**src/rtl/ui_game_pkg.sv**
```systemverilog
// ui_game_pkg: shared types and constants for the dice game flow.
//   game_state_t      - six-state game-flow encoding
//   TILE_W / DICE_W   - board position and die value widths
//   LAST_TILE_DEFAULT - goal tile index
//   PLAYER1 / PLAYER2 - encodings of the turn / winner bit
//   dice_legal()      - true for a real die face (1..6)
package ui_game_pkg;

    typedef enum logic [2:0] {
        ST_INTRO     = 3'd0,
        ST_WAIT_DICE = 3'd1,
        ST_STEP      = 3'd2,
        ST_SHOW      = 3'd3,
        ST_CHECK     = 3'd4,
        ST_WIN       = 3'd5
    } game_state_t;

    localparam int   TILE_W            = 4;
    localparam int   DICE_W            = 3;
    localparam int   LAST_TILE_DEFAULT = 15;
    localparam logic PLAYER1           = 1'b0;
    localparam logic PLAYER2           = 1'b1;

    function automatic logic dice_legal(input logic [DICE_W-1:0] v);
        return (v >= DICE_W'(1)) && (v <= DICE_W'(6));
    endfunction

endpackage

```
**src/rtl/dice_turn_sequencer_if.sv**
```systemverilog
// dice_turn_sequencer_if: bundle between the game-flow controller and its
// neighbours (dice recognition, menu, UI renderer).
//   master - side that issues start/restart/dice/turn_done and observes state
//   slave  - the sequencer itself
interface dice_turn_sequencer_if;
    import ui_game_pkg::*;

    logic              start_game;
    logic              restart;
    logic              dice_valid;
    logic [DICE_W-1:0] dice_value;
    logic              turn_done;
    logic              is_intro_state;
    logic [TILE_W-1:0] p1_pos;
    logic [TILE_W-1:0] p2_pos;
    logic              turn;
    logic              pos_valid;
    logic              winner_valid;
    logic              winner;
    logic              busy;

    modport master (
        output start_game, restart, dice_valid, dice_value, turn_done,
        input  is_intro_state, p1_pos, p2_pos, turn, pos_valid,
               winner_valid, winner, busy
    );

    modport slave (
        input  start_game, restart, dice_valid, dice_value, turn_done,
        output is_intro_state, p1_pos, p2_pos, turn, pos_valid,
               winner_valid, winner, busy
    );

endinterface

```
**src/rtl/step_timer.sv**
```systemverilog
// step_timer: loadable down-counter used for the per-tile step delay and the
// renderer handshake timeout.
//   clk, reset  - clock, synchronous active-high reset (count -> 0)
//   clear_i     - synchronous clear to 0 (idle)
//   load_i      - load load_val_i (takes priority over counting)
//   load_val_i  - value to load (terminal count arrives load_val_i+1 enabled
//                 cycles later)
//   en_i        - count down while high
//   tc_o        - high while enabled and the count is 0
module step_timer #(
    parameter int WIDTH = 4
) (
    input  logic             clk,
    input  logic             reset,
    input  logic             clear_i,
    input  logic             load_i,
    input  logic [WIDTH-1:0] load_val_i,
    input  logic             en_i,
    output logic             tc_o
);

    logic [WIDTH-1:0] cnt_q;

    always_ff @(posedge clk) begin
        if (reset) begin
            cnt_q <= '0;
        end else if (clear_i) begin
            cnt_q <= '0;
        end else if (load_i) begin
            cnt_q <= load_val_i;
        end else if (en_i && (cnt_q != '0)) begin
            cnt_q <= cnt_q - WIDTH'(1);
        end
    end

    assign tc_o = en_i && (cnt_q == '0);

endmodule

```
**src/rtl/dice_turn_sequencer.sv**
```systemverilog
// dice_turn_sequencer: two-player board-game flow controller.
// Takes a confirmed die roll, walks the active player's token one tile per
// STEP_CYCLES, pulses pos_valid to the renderer, waits for turn_done (or a
// timeout), checks for a winner and passes the turn.
//   clk, reset - clock, synchronous active-high reset
//   bus        - slave side of dice_turn_sequencer_if:
//                in : start_game, restart, dice_valid, dice_value, turn_done
//                out: is_intro_state, p1_pos, p2_pos, turn, pos_valid,
//                     winner_valid, winner, busy
module dice_turn_sequencer
    import ui_game_pkg::*;
#(
    parameter int LAST_TILE    = LAST_TILE_DEFAULT,
    parameter int STEP_CYCLES  = 12500000,
    parameter int DONE_TIMEOUT = 50000000
) (
    input  logic                  clk,
    input  logic                  reset,
    dice_turn_sequencer_if.slave  bus
);

    localparam int STEP_W = (STEP_CYCLES  > 1) ? $clog2(STEP_CYCLES)  : 1;
    localparam int TMO_W  = (DONE_TIMEOUT > 1) ? $clog2(DONE_TIMEOUT) : 1;

    localparam logic [TILE_W-1:0] LAST_POS = TILE_W'(LAST_TILE);
    localparam logic [TILE_W-1:0] PRE_LAST = TILE_W'(LAST_TILE - 1);

    game_state_t       state_q;
    logic              is_intro_q;
    logic [TILE_W-1:0] p1_pos_q;
    logic [TILE_W-1:0] p2_pos_q;
    logic              turn_q;
    logic              pos_valid_q;
    logic              winner_valid_q;
    logic              winner_q;
    logic              busy_q;
    logic [DICE_W-1:0] steps_left_q;

    logic [TILE_W-1:0] act_pos;
    logic              step_clear, step_load, step_en, step_tc;
    logic              tmo_clear, tmo_load, tmo_en, tmo_tc;

    assign act_pos = (turn_q == PLAYER2) ? p2_pos_q : p1_pos_q;

    // Both timers idle at zero outside the states that use them. The step
    // timer is held loaded in WAIT_DICE so STEP starts with a full interval,
    // and reloads itself on every terminal count. The timeout is held loaded
    // throughout STEP so it starts fresh on the first SHOW cycle.
    always_comb begin
        step_en    = (state_q == ST_STEP);
        step_clear = !((state_q == ST_WAIT_DICE) || (state_q == ST_STEP));
        step_load  = (state_q == ST_WAIT_DICE) || step_tc;
        tmo_en     = (state_q == ST_SHOW);
        tmo_clear  = !((state_q == ST_STEP) || (state_q == ST_SHOW));
        tmo_load   = (state_q == ST_STEP);
    end

    step_timer #(.WIDTH(STEP_W)) u_step_timer (
        .clk        (clk),
        .reset      (reset),
        .clear_i    (step_clear),
        .load_i     (step_load),
        .load_val_i (STEP_W'(STEP_CYCLES - 1)),
        .en_i       (step_en),
        .tc_o       (step_tc)
    );

    step_timer #(.WIDTH(TMO_W)) u_done_timer (
        .clk        (clk),
        .reset      (reset),
        .clear_i    (tmo_clear),
        .load_i     (tmo_load),
        .load_val_i (TMO_W'(DONE_TIMEOUT - 1)),
        .en_i       (tmo_en),
        .tc_o       (tmo_tc)
    );

    always_ff @(posedge clk) begin
        if (reset) begin
            state_q        <= ST_INTRO;
            is_intro_q     <= 1'b1;
            p1_pos_q       <= '0;
            p2_pos_q       <= '0;
            turn_q         <= PLAYER1;
            pos_valid_q    <= 1'b0;
            winner_valid_q <= 1'b0;
            winner_q       <= PLAYER1;
            busy_q         <= 1'b0;
            steps_left_q   <= '0;
        end else begin
            case (state_q)
                ST_INTRO: begin
                    p1_pos_q <= '0;
                    p2_pos_q <= '0;
                    turn_q   <= PLAYER1;
                    if (bus.start_game) begin
                        state_q    <= ST_WAIT_DICE;
                        is_intro_q <= 1'b0;
                    end
                end

                ST_WAIT_DICE: begin
                    if (bus.dice_valid && dice_legal(bus.dice_value)) begin
                        steps_left_q <= bus.dice_value;
                        state_q      <= ST_STEP;
                        busy_q       <= 1'b1;
                    end
                end

                ST_STEP: begin
                    if (step_tc) begin
                        // Goal check uses the pre-increment position so the
                        // 4-bit add can never wrap past the goal.
                        if (act_pos == LAST_POS) begin
                            state_q     <= ST_SHOW;
                            pos_valid_q <= 1'b1;
                        end else begin
                            if (turn_q == PLAYER2) begin
                                p2_pos_q <= p2_pos_q + TILE_W'(1);
                            end else begin
                                p1_pos_q <= p1_pos_q + TILE_W'(1);
                            end
                            steps_left_q <= steps_left_q - DICE_W'(1);
                            // Leave on the final increment so pos_valid lands
                            // in the very next cycle; remaining pips are lost
                            // once the goal is reached.
                            if ((steps_left_q == DICE_W'(1)) || (act_pos == PRE_LAST)) begin
                                state_q     <= ST_SHOW;
                                pos_valid_q <= 1'b1;
                            end
                        end
                    end
                end

                ST_SHOW: begin
                    // turn_done in the pulse cycle is a possibly stale level
                    // from the previous move and is deliberately not honoured.
                    if (pos_valid_q) begin
                        pos_valid_q <= 1'b0;
                    end else if (bus.turn_done || tmo_tc) begin
                        state_q <= ST_CHECK;
                    end
                end

                ST_CHECK: begin
                    busy_q <= 1'b0;
                    if (act_pos == LAST_POS) begin
                        winner_q       <= turn_q;
                        winner_valid_q <= 1'b1;
                        state_q        <= ST_WIN;
                    end else begin
                        turn_q  <= (turn_q == PLAYER1) ? PLAYER2 : PLAYER1;
                        state_q <= ST_WAIT_DICE;
                    end
                end

                ST_WIN: begin
                    if (bus.restart) begin
                        state_q        <= ST_INTRO;
                        is_intro_q     <= 1'b1;
                        p1_pos_q       <= '0;
                        p2_pos_q       <= '0;
                        turn_q         <= PLAYER1;
                        winner_valid_q <= 1'b0;
                        winner_q       <= PLAYER1;
                    end
                end

                default: begin
                    state_q <= ST_INTRO;
                end
            endcase
        end
    end

    assign bus.is_intro_state = is_intro_q;
    assign bus.p1_pos         = p1_pos_q;
    assign bus.p2_pos         = p2_pos_q;
    assign bus.turn           = turn_q;
    assign bus.pos_valid      = pos_valid_q;
    assign bus.winner_valid   = winner_valid_q;
    assign bus.winner         = winner_q;
    assign bus.busy           = busy_q;

endmodule

```
**src/flat_wrapper.sv**
```systemverilog
// flat-port wrapper written by rule: the top's interface ports become plain ports
module dice_turn_sequencer_flat import ui_game_pkg::*;
#(
    parameter int LAST_TILE    = LAST_TILE_DEFAULT,
    parameter int STEP_CYCLES  = 12500000,
    parameter int DONE_TIMEOUT = 50000000
)
  (clk, reset, bus_start_game, bus_restart, bus_dice_valid, bus_dice_value, bus_turn_done, bus_is_intro_state, bus_p1_pos, bus_p2_pos, bus_turn, bus_pos_valid, bus_winner_valid, bus_winner, bus_busy);
  dice_turn_sequencer_if bus_i ();
  input  logic clk;
  input  logic reset;
  input wire logic [$bits(bus_i.start_game)-1:0] bus_start_game;
  input wire logic [$bits(bus_i.restart)-1:0] bus_restart;
  input wire logic [$bits(bus_i.dice_valid)-1:0] bus_dice_valid;
  input wire logic [$bits(bus_i.dice_value)-1:0] bus_dice_value;
  input wire logic [$bits(bus_i.turn_done)-1:0] bus_turn_done;
  output wire logic [$bits(bus_i.is_intro_state)-1:0] bus_is_intro_state;
  output wire logic [$bits(bus_i.p1_pos)-1:0] bus_p1_pos;
  output wire logic [$bits(bus_i.p2_pos)-1:0] bus_p2_pos;
  output wire logic [$bits(bus_i.turn)-1:0] bus_turn;
  output wire logic [$bits(bus_i.pos_valid)-1:0] bus_pos_valid;
  output wire logic [$bits(bus_i.winner_valid)-1:0] bus_winner_valid;
  output wire logic [$bits(bus_i.winner)-1:0] bus_winner;
  output wire logic [$bits(bus_i.busy)-1:0] bus_busy;
  assign bus_i.start_game = bus_start_game;
  assign bus_i.restart = bus_restart;
  assign bus_i.dice_valid = bus_dice_valid;
  assign bus_i.dice_value = bus_dice_value;
  assign bus_i.turn_done = bus_turn_done;
  assign bus_is_intro_state = bus_i.is_intro_state;
  assign bus_p1_pos = bus_i.p1_pos;
  assign bus_p2_pos = bus_i.p2_pos;
  assign bus_turn = bus_i.turn;
  assign bus_pos_valid = bus_i.pos_valid;
  assign bus_winner_valid = bus_i.winner_valid;
  assign bus_winner = bus_i.winner;
  assign bus_busy = bus_i.busy;
  dice_turn_sequencer #(.LAST_TILE(LAST_TILE), .STEP_CYCLES(STEP_CYCLES), .DONE_TIMEOUT(DONE_TIMEOUT)) u_core (.clk(clk), .reset(reset), .bus(bus_i));
endmodule
```
**config.mk**
```make
export PLATFORM = sky130hd
export DESIGN_NAME = dice_turn_sequencer_flat
export DESIGN_NICKNAME = d
export VERILOG_FILES = /design/src/rtl/ui_game_pkg.sv /design/src/rtl/dice_turn_sequencer_if.sv /design/src/rtl/step_timer.sv /design/src/rtl/dice_turn_sequencer.sv /design/src/flat_wrapper.sv
export SDC_FILE = /design/constraint.sdc
export NUM_CORES = 1
export LEC_CHECK = 0
export ABC_AREA = 1
export CAP_MARGIN = 10
export CORE_AREA = 2 2 108 110
export DETAILED_ROUTE_END_ITERATION = 12
export DIE_AREA = 0 0 110 112
export PLACE_DENSITY = 0.62
export SLEW_MARGIN = 20
export SYNTH_ARGS = -nofsm -noshare
export SYNTH_HDL_FRONTEND = slang
export SYNTH_SLANG_ARGS = --single-unit
```
**constraint.sdc**
```tcl
create_clock -name clk -period 2.33 [get_ports clk]
set_input_delay 0.3495 -clock clk [delete_from_list [all_inputs] [get_ports clk]]
set_output_delay 0.3495 -clock clk [all_outputs]
set_load 0.01 [all_outputs]
```
==> results.json, run 1 <==
{
  "routed_wl_um": 11100,
  "fin_nets": 695,
  "crit_required_ns": 2.55,
  "port_buffers": 22,
  "antennaDiodeCount": 0,
  "synthFlopType": "dfxtp_1",
  "end_kind": "register",
  "area_delta_synth_final_pct": 15.1,
  "syn_inst": 653,
  "layout_common_cells": "nand2_1, nor2_1, nand3_1, dfxtp_1, inv_1",
  "swShare": 0.465,
  "dr_total_vias": 4280,
  "cts.sinks": 70,
  "final_common_cell": "nand2_1",
  "critical_path_class": "reg -> reg",
  "clk_latency_ns": 0.34,
  "synth_top_area_cell": "dfxtp_1",
  "synthAdderAreaFrac": 0.0234,
  "fin_worst_skew_ns": 0.00703,
  "startpoint_type": "register",
  "cp_data_arrival_time_ns": 2.23,
  "gp_congestion": 0.938,
  "synth_cell_types": 40,
  "hold_viol": 0,
  "maxClockFrequency_mhz": 497,
  "crit_path_top_delay_cell": "dfxtp_1",
  "seqPwrFrac": 0.239,
  "drtIter0Drc": 305,
  "timing.hold.ws_ns": 0.459,
  "drive_gt1_frac": 0.0822,
  "fin_crit_sh": 0.863,
  "power_w": 0.00652,
  "grt_use_total": 0.195,
  "critical_path.top_delay_family": "simple AND/OR/NAND/NOR gates",
  "finalSetupTns_ns": 0,
  "drc": 0,
  "ant_nets": 0,
  "synth_area_leaders": "dfxtp_1, nand2_1, nor2_1",
  "synth_edf_count": 0,
  "p_int_w": 0.00349,
  "cts_buffer_depth": 2,
  "grt_pass1_vias": 3999,
  "path_cells": "inv_1 -> ha_1 -> inv_1 -> nor2_1 -> nand2_1 -> nor2_2 -> nand3_4 -> o21ai_2 -> inv_2 -> nand3_1 -> a21oi_1",
  "cts_made_buffers": 9,
  "path_clk_slew_ns": 0.06,
  "path_max_fanout": 14,
  "ys_warn_count": 0,
  "p_switching_w": 0.00303,
  "hold_class": "reg -> reg",
  "worstMarginPinSlew_ns": 0.416,
  "dieArea_um2": 12300,
  "grt_overflow": 0,
  "clockRootBuffer": "clkbuf_16",
  "crit_path_max_incr_delay_ns": 0.31,
  "antenna_found_initial": 0,
  "combinationalPowerShare": 0.551,
  "netlist_area_um2": 4270,
  "power.density_nw_per_um2": 1330,
  "async_reset_ff_frac": 0,
  "period_needed_ns": 2.01,
  "max_slew_margin": 0.720,
  "synthesis.nets": 670,
  "synth_area_per_cell_um2": 6.54,
  "synth-xor-area-share": 0.0554,
  "power.leakage_nw": 2.24,
  "yosysSeqAreaShare": 0.328,
  "cts_tree": "built",
  "cts_setup_buffers": 0,
  "vdd_drop_max_mv": 0.768,
  "placementRows": 39,
  "htree_levels": 3,
  "maxCapViolations": 0,
  "die_h_um": 112,
  "synth.ff_latch_count": 70,
  "die_w_um": 110,
  "outcome": "complete, no violations",
  "critPathBufInv": 3,
  "synthMuxAreaShare": 0,
  "initial_utilization": 0.382,
  "wire_per_inst_um": 13.5,
  "cts_resized": 0,
  "hpwl_um": 8400,
  "drt-pass1-iter-count": 5,
  "grt_max_degree": 25,
  "placeableCoreArea_um2": 11200,
  "clock_power_share": 0.210,
  "crit_path_frequent_cell": "inv_1",
  "synth_top_family_by_area": "simple AND/OR/NAND/NOR gates",
  "vias_per_cell": 5.19,
  "hold_buffers": 0,
  "report.final.slew_viol_count": 0,
  "ios": 23,
  "setup_violations": 0,
  "synth_compound_area_frac": 0.115,
  "yosys.area_share.simple": 0.401,
  "grt_setup_unrepaired": "no",
  "grt_pass1_wl_um": 18900,
  "yosysTopAreaCellShare": 0.328
}
[per-layer routing]
| layer | part of all wire | up-vias | track usage | wire (um) |
|---|---|---|---|---|
| met5 | 0 | - | 0 | 0 |
| met4 | 0.021 | 0 | 0.0768 | 233 |
| met3 | 0.044 | 18 | 0.0498 | 492 |
| met2 | 0.47 | 110 | 0.307 | 5200 |
| met1 | 0.47 | 1958 | 0.253 | 5190 |
| li1 | - | 2194 | - | - |
[logic make-up after synthesis]
kind of cell | Yosys count
buf+inv | 76
simple gates | 387
fa+ha+maj | 8
xor+xnor | 27
flops | 70
compound gates | 85
[worst reg2reg max path, cell delays in order (launching register included)]
cell and delay (ns):
dfxtp_1 0.31, inv_1 0.16, ha_1 0.18, inv_1 0.04
nor2_1 0.08, nand2_1 0.08, nor2_2 0.13, nand3_4 0.13
o21ai_2 0.22, inv_2 0.20, nand3_1 0.29, a21oi_1 0.09
[final cells by class]
class	instances	area (um2)
Inverter	60	228
Sequential cell	70	1400
Multi-Input combinational cell	507	2540
Tap cell	143	179
Timing Repair Buffer	30	280
Clock inverter	4	48.8
Fill cell	1163	6260
Clock buffer	10	239
[through the flow]
stage                     utilization  instances  worst slack, ns  area [um2]
after floorplan                     -        653            0.715        4270
after global placement          0.414        810            0.378        4630
after detailed placement        0.414        810            0.329        4630
after CTS                       0.440        824            0.315        4910
after global routing            0.440        824            0.105        4910
final                           0.440        824            0.318        4910
[flip-flops by register name, summed over array words and instances, names as in the netlist, 3 cells and up]
register and flops:
u_core.bus.p2_pos 4, u_core.bus.p1_pos 4, u_core.state_q 3, u_core.steps_left_q 3, u_core.u_done_timer.cnt_q 26, u_core.u_step_timer.cnt_q 24
[power groups by stage]
stage               clock network, W  registers [W]  logic, W
floorplan                          0        0.00153   0.00285
global route                 0.00144        0.00158   0.00405
detailed placement                 0        0.00158   0.00355
CTS                          0.00140        0.00155   0.00357
finish                       0.00137        0.00156   0.00359
global placement                   0        0.00158   0.00348
[synthesized netlist by cell type, types with 2 or more instances]
master      n
a21oi_1    47
a21oi_2     6
a31oi_1     2
buf_2       5
buf_4       5
buf_6       2
clkbuf_1    3
dfxtp_1    70
ha_1        8
inv_1      52
inv_2       6
nand2_1   149
nand2_2     3
nand3_1    70
nand3_2     2
nand3b_1    5
nand4_1    21
nor2_1    111
nor2_2      9
nor3_1     10
o21ai_0    17
o21ai_1     2
o21bai_1    6
xnor2_1    13
xor2_1     14
[path summary, 6_finish.rpt]
path,from,to,slack [ns],cells after the start
hold reg to reg,u_core.steps_left_q[1],u_core.steps_left_q[1],0.46,2
setup reg to reg,u_core.u_step_timer.cnt_q[0],u_core.u_step_timer.cnt_q[5],0.32,11
setup / recovery,u_core.u_step_timer.cnt_q[0],u_core.u_step_timer.cnt_q[5],0.32,11
hold / removal,u_core.steps_left_q[1],u_core.steps_left_q[1],0.46,2
(Power assumes the default switching activity.)
==> inputs of run 2 (changes only) <==
--- a/config.mk
+++ b/config.mk
@@ -7,10 +7,9 @@
 export LEC_CHECK = 0
 export ABC_AREA = 1
 export CAP_MARGIN = 10
-export CORE_AREA = 2 2 108 110
+export CORE_AREA = 2 2 123 125
 export DETAILED_ROUTE_END_ITERATION = 12
-export DIE_AREA = 0 0 110 112
-export PLACE_DENSITY = 0.62
+export DIE_AREA = 0 0 125 127
 export SLEW_MARGIN = 20
 export SYNTH_ARGS = -nofsm -noshare
 export SYNTH_HDL_FRONTEND = slang
==> constraint.sdc (replaced) <==
create_clock -name clk -period 2.33 [get_ports clk]
set_input_delay 0.3495 -clock clk [delete_from_list [all_inputs] [get_ports clk]]
set_output_delay 0.3495 -clock clk [all_outputs]
set_load 0.05 [all_outputs]
==> run 2 against run 1 <==
Effect of this change: utilization decreased by 9.5 points; worst setup slack got worse by 0.053 ns; sequential power is essentially flat; largest cell class unchanged; highest routed layer unchanged; non-clock buffer count rose by 2; clock-buffer cell count grew 1; largest power group unchanged.
==> results.json, run 2 (synthesis results as in run 1) <==
{
  "outcome": "complete, no violations",
  "hpwl_um": 7950,
  "cts_setup_buffers": 0,
  "antennaDiodeCount": 0,
  "hold_viol": 0,
  "routed_wl_um": 10900,
  "maxCapViolations": 0,
  "placeableCoreArea_um2": 14400,
  "fin_worst_skew_ns": 0.00672,
  "grt_pass1_vias": 3768,
  "layout_common_cells": "nand2_1, nor2_1, nand3_1, dfxtp_1, inv_1",
  "gp_congestion": 0.884,
  "area_delta_synth_final_pct": 16.4,
  "antenna_found_initial": 0,
  "placementRows": 44,
  "report.final.slew_viol_count": 0,
  "power.leakage_nw": 2.24,
  "clockRootBuffer": "clkbuf_16",
  "finalSetupTns_ns": 0,
  "cp_data_arrival_time_ns": 1.72,
  "end_kind": "primary output",
  "worstMarginPinSlew_ns": 0.526,
  "wire_per_inst_um": 12.5,
  "drt-pass1-iter-count": 5,
  "max_slew_margin": 0.646,
  "setup_violations": 0,
  "critical_path.top_delay_family": "buffers and inverters",
  "cts_tree": "built",
  "die_h_um": 127,
  "hold_class": "reg -> reg",
  "final_common_cell": "nand2_1",
  "top_regs": "u_core.u_done_timer.cnt_q (26), u_core.u_step_timer.cnt_q (24)",
  "power.density_nw_per_um2": 1300,
  "timing.hold.ws_ns": 0.467,
  "period_needed_ns": 2.06,
  "htree_levels": 3,
  "grt_overflow": 0,
  "startpoint_type": "register",
  "dr_total_vias": 4049,
  "fin_nets": 697,
  "vdd_drop_max_mv": 0.723,
  "cts_resized": 0,
  "grt_use_total": 0.142,
  "ios": 23,
  "drc": 0,
  "ant_nets": 0,
  "dieArea_um2": 15900,
  "fin_crit_sh": 0.886,
  "clk_latency_ns": 0.34,
  "cts_buffer_depth": 2,
  "critical_path_class": "reg -> out",
  "initial_utilization": 0.296,
  "largest_register_ff_count": 26,
  "crit_path_max_incr_delay_ns": 0.89,
  "grt_max_degree": 28,
  "drive_gt1_frac": 0.0863,
  "crit_required_ns": 1.98,
  "hold_buffers": 0,
  "die_w_um": 125,
  "grt_pass1_wl_um": 18500,
  "path_max_fanout": 5,
  "drtIter0Drc": 236,
  "cts.sinks": 70,
  "grt_setup_unrepaired": "no",
  "maxClockFrequency_mhz": 484,
  "path_cells": "clkdlybuf4s50_1",
  "path_clk_slew_ns": 0.06,
  "vias_per_cell": 4.66,
  "crit_path_top_delay_cell": "clkdlybuf4s50_1",
  "port_buffers": 22,
  "critPathBufInv": 1,
  "top_register": "u_core.u_done_timer.cnt_q",
  "cts_made_buffers": 9
}
run 2: cell types whose count changed in the layout (fill, tap and decap cells not counted), sizes merged:
cell | before | now
buf | 8 | 10
bufinv | 1 | 0
clkbuf | 10 | 11
clkinvlp | 0 | 1
run 2: area by class of cell:
| class | count | area (um2) |
|---|---|---|
| inverters | 60 | 228 |
| multi-input cells | 507 | 2540 |
| well taps | 184 | 230 |
| fillers | 1573 | 9460 |
| flip-flops and latches | 70 | 1400 |
| clock inverters | 4 | 22.5 |
| repair buffers | 32 | 295 |
| clock buffers | 11 | 253 |
run 2: power by group:
part,switching (W),leakage [nW],internal (W),total [W]
logic,0.00233,1.54,0.00129,0.00362
clock network,0.000519,0.137,0.000766,0.00129
registers,0.000191,0.567,0.00137,0.00156
run 2: routing by layer:
layer / wire length [um] / vias up / global-route usage
met5: 0 / - / 0
met4: 150 / 0 / 0.0405
met3: 433 / 10 / 0.0389
met2: 4830 / 72 / 0.227
met1: 5460 / 1781 / 0.189
li1: - / 2186 / -
run 2: worst paths after layout:
| path | start | to | slack, ns | depth (start not counted) |
|---|---|---|---|---|
| min reg2reg | u_core.steps_left_q[1] | u_core.steps_left_q[1] | 0.47 | 2 |
| min | u_core.steps_left_q[1] | u_core.steps_left_q[1] | 0.47 | 2 |
| max reg2reg | u_core.u_step_timer.cnt_q[0] | u_core.bus.p1_pos[1] | 0.40 | 12 |
| max | u_core.bus.p1_pos[2] | bus_p1_pos[2] | 0.27 | 1 |
run 2: through the flow:
step | worst slack [ns] | cell area [um2] | util | total power (W) | instances
3_5_place_dp | 0.415 | 4690 | 0.325 | 0.00518 | 853
4_1_cts | 0.260 | 4970 | 0.344 | 0.00652 | 868
2_1_floorplan | 0.532 | 4270 | - | 0.00447 | 653
5_1_grt | 0.175 | 4970 | 0.344 | 0.00712 | 868
6_report | 0.265 | 4970 | 0.344 | 0.00646 | 868
3_3_place_gp | 0.459 | 4690 | 0.325 | 0.00520 | 853
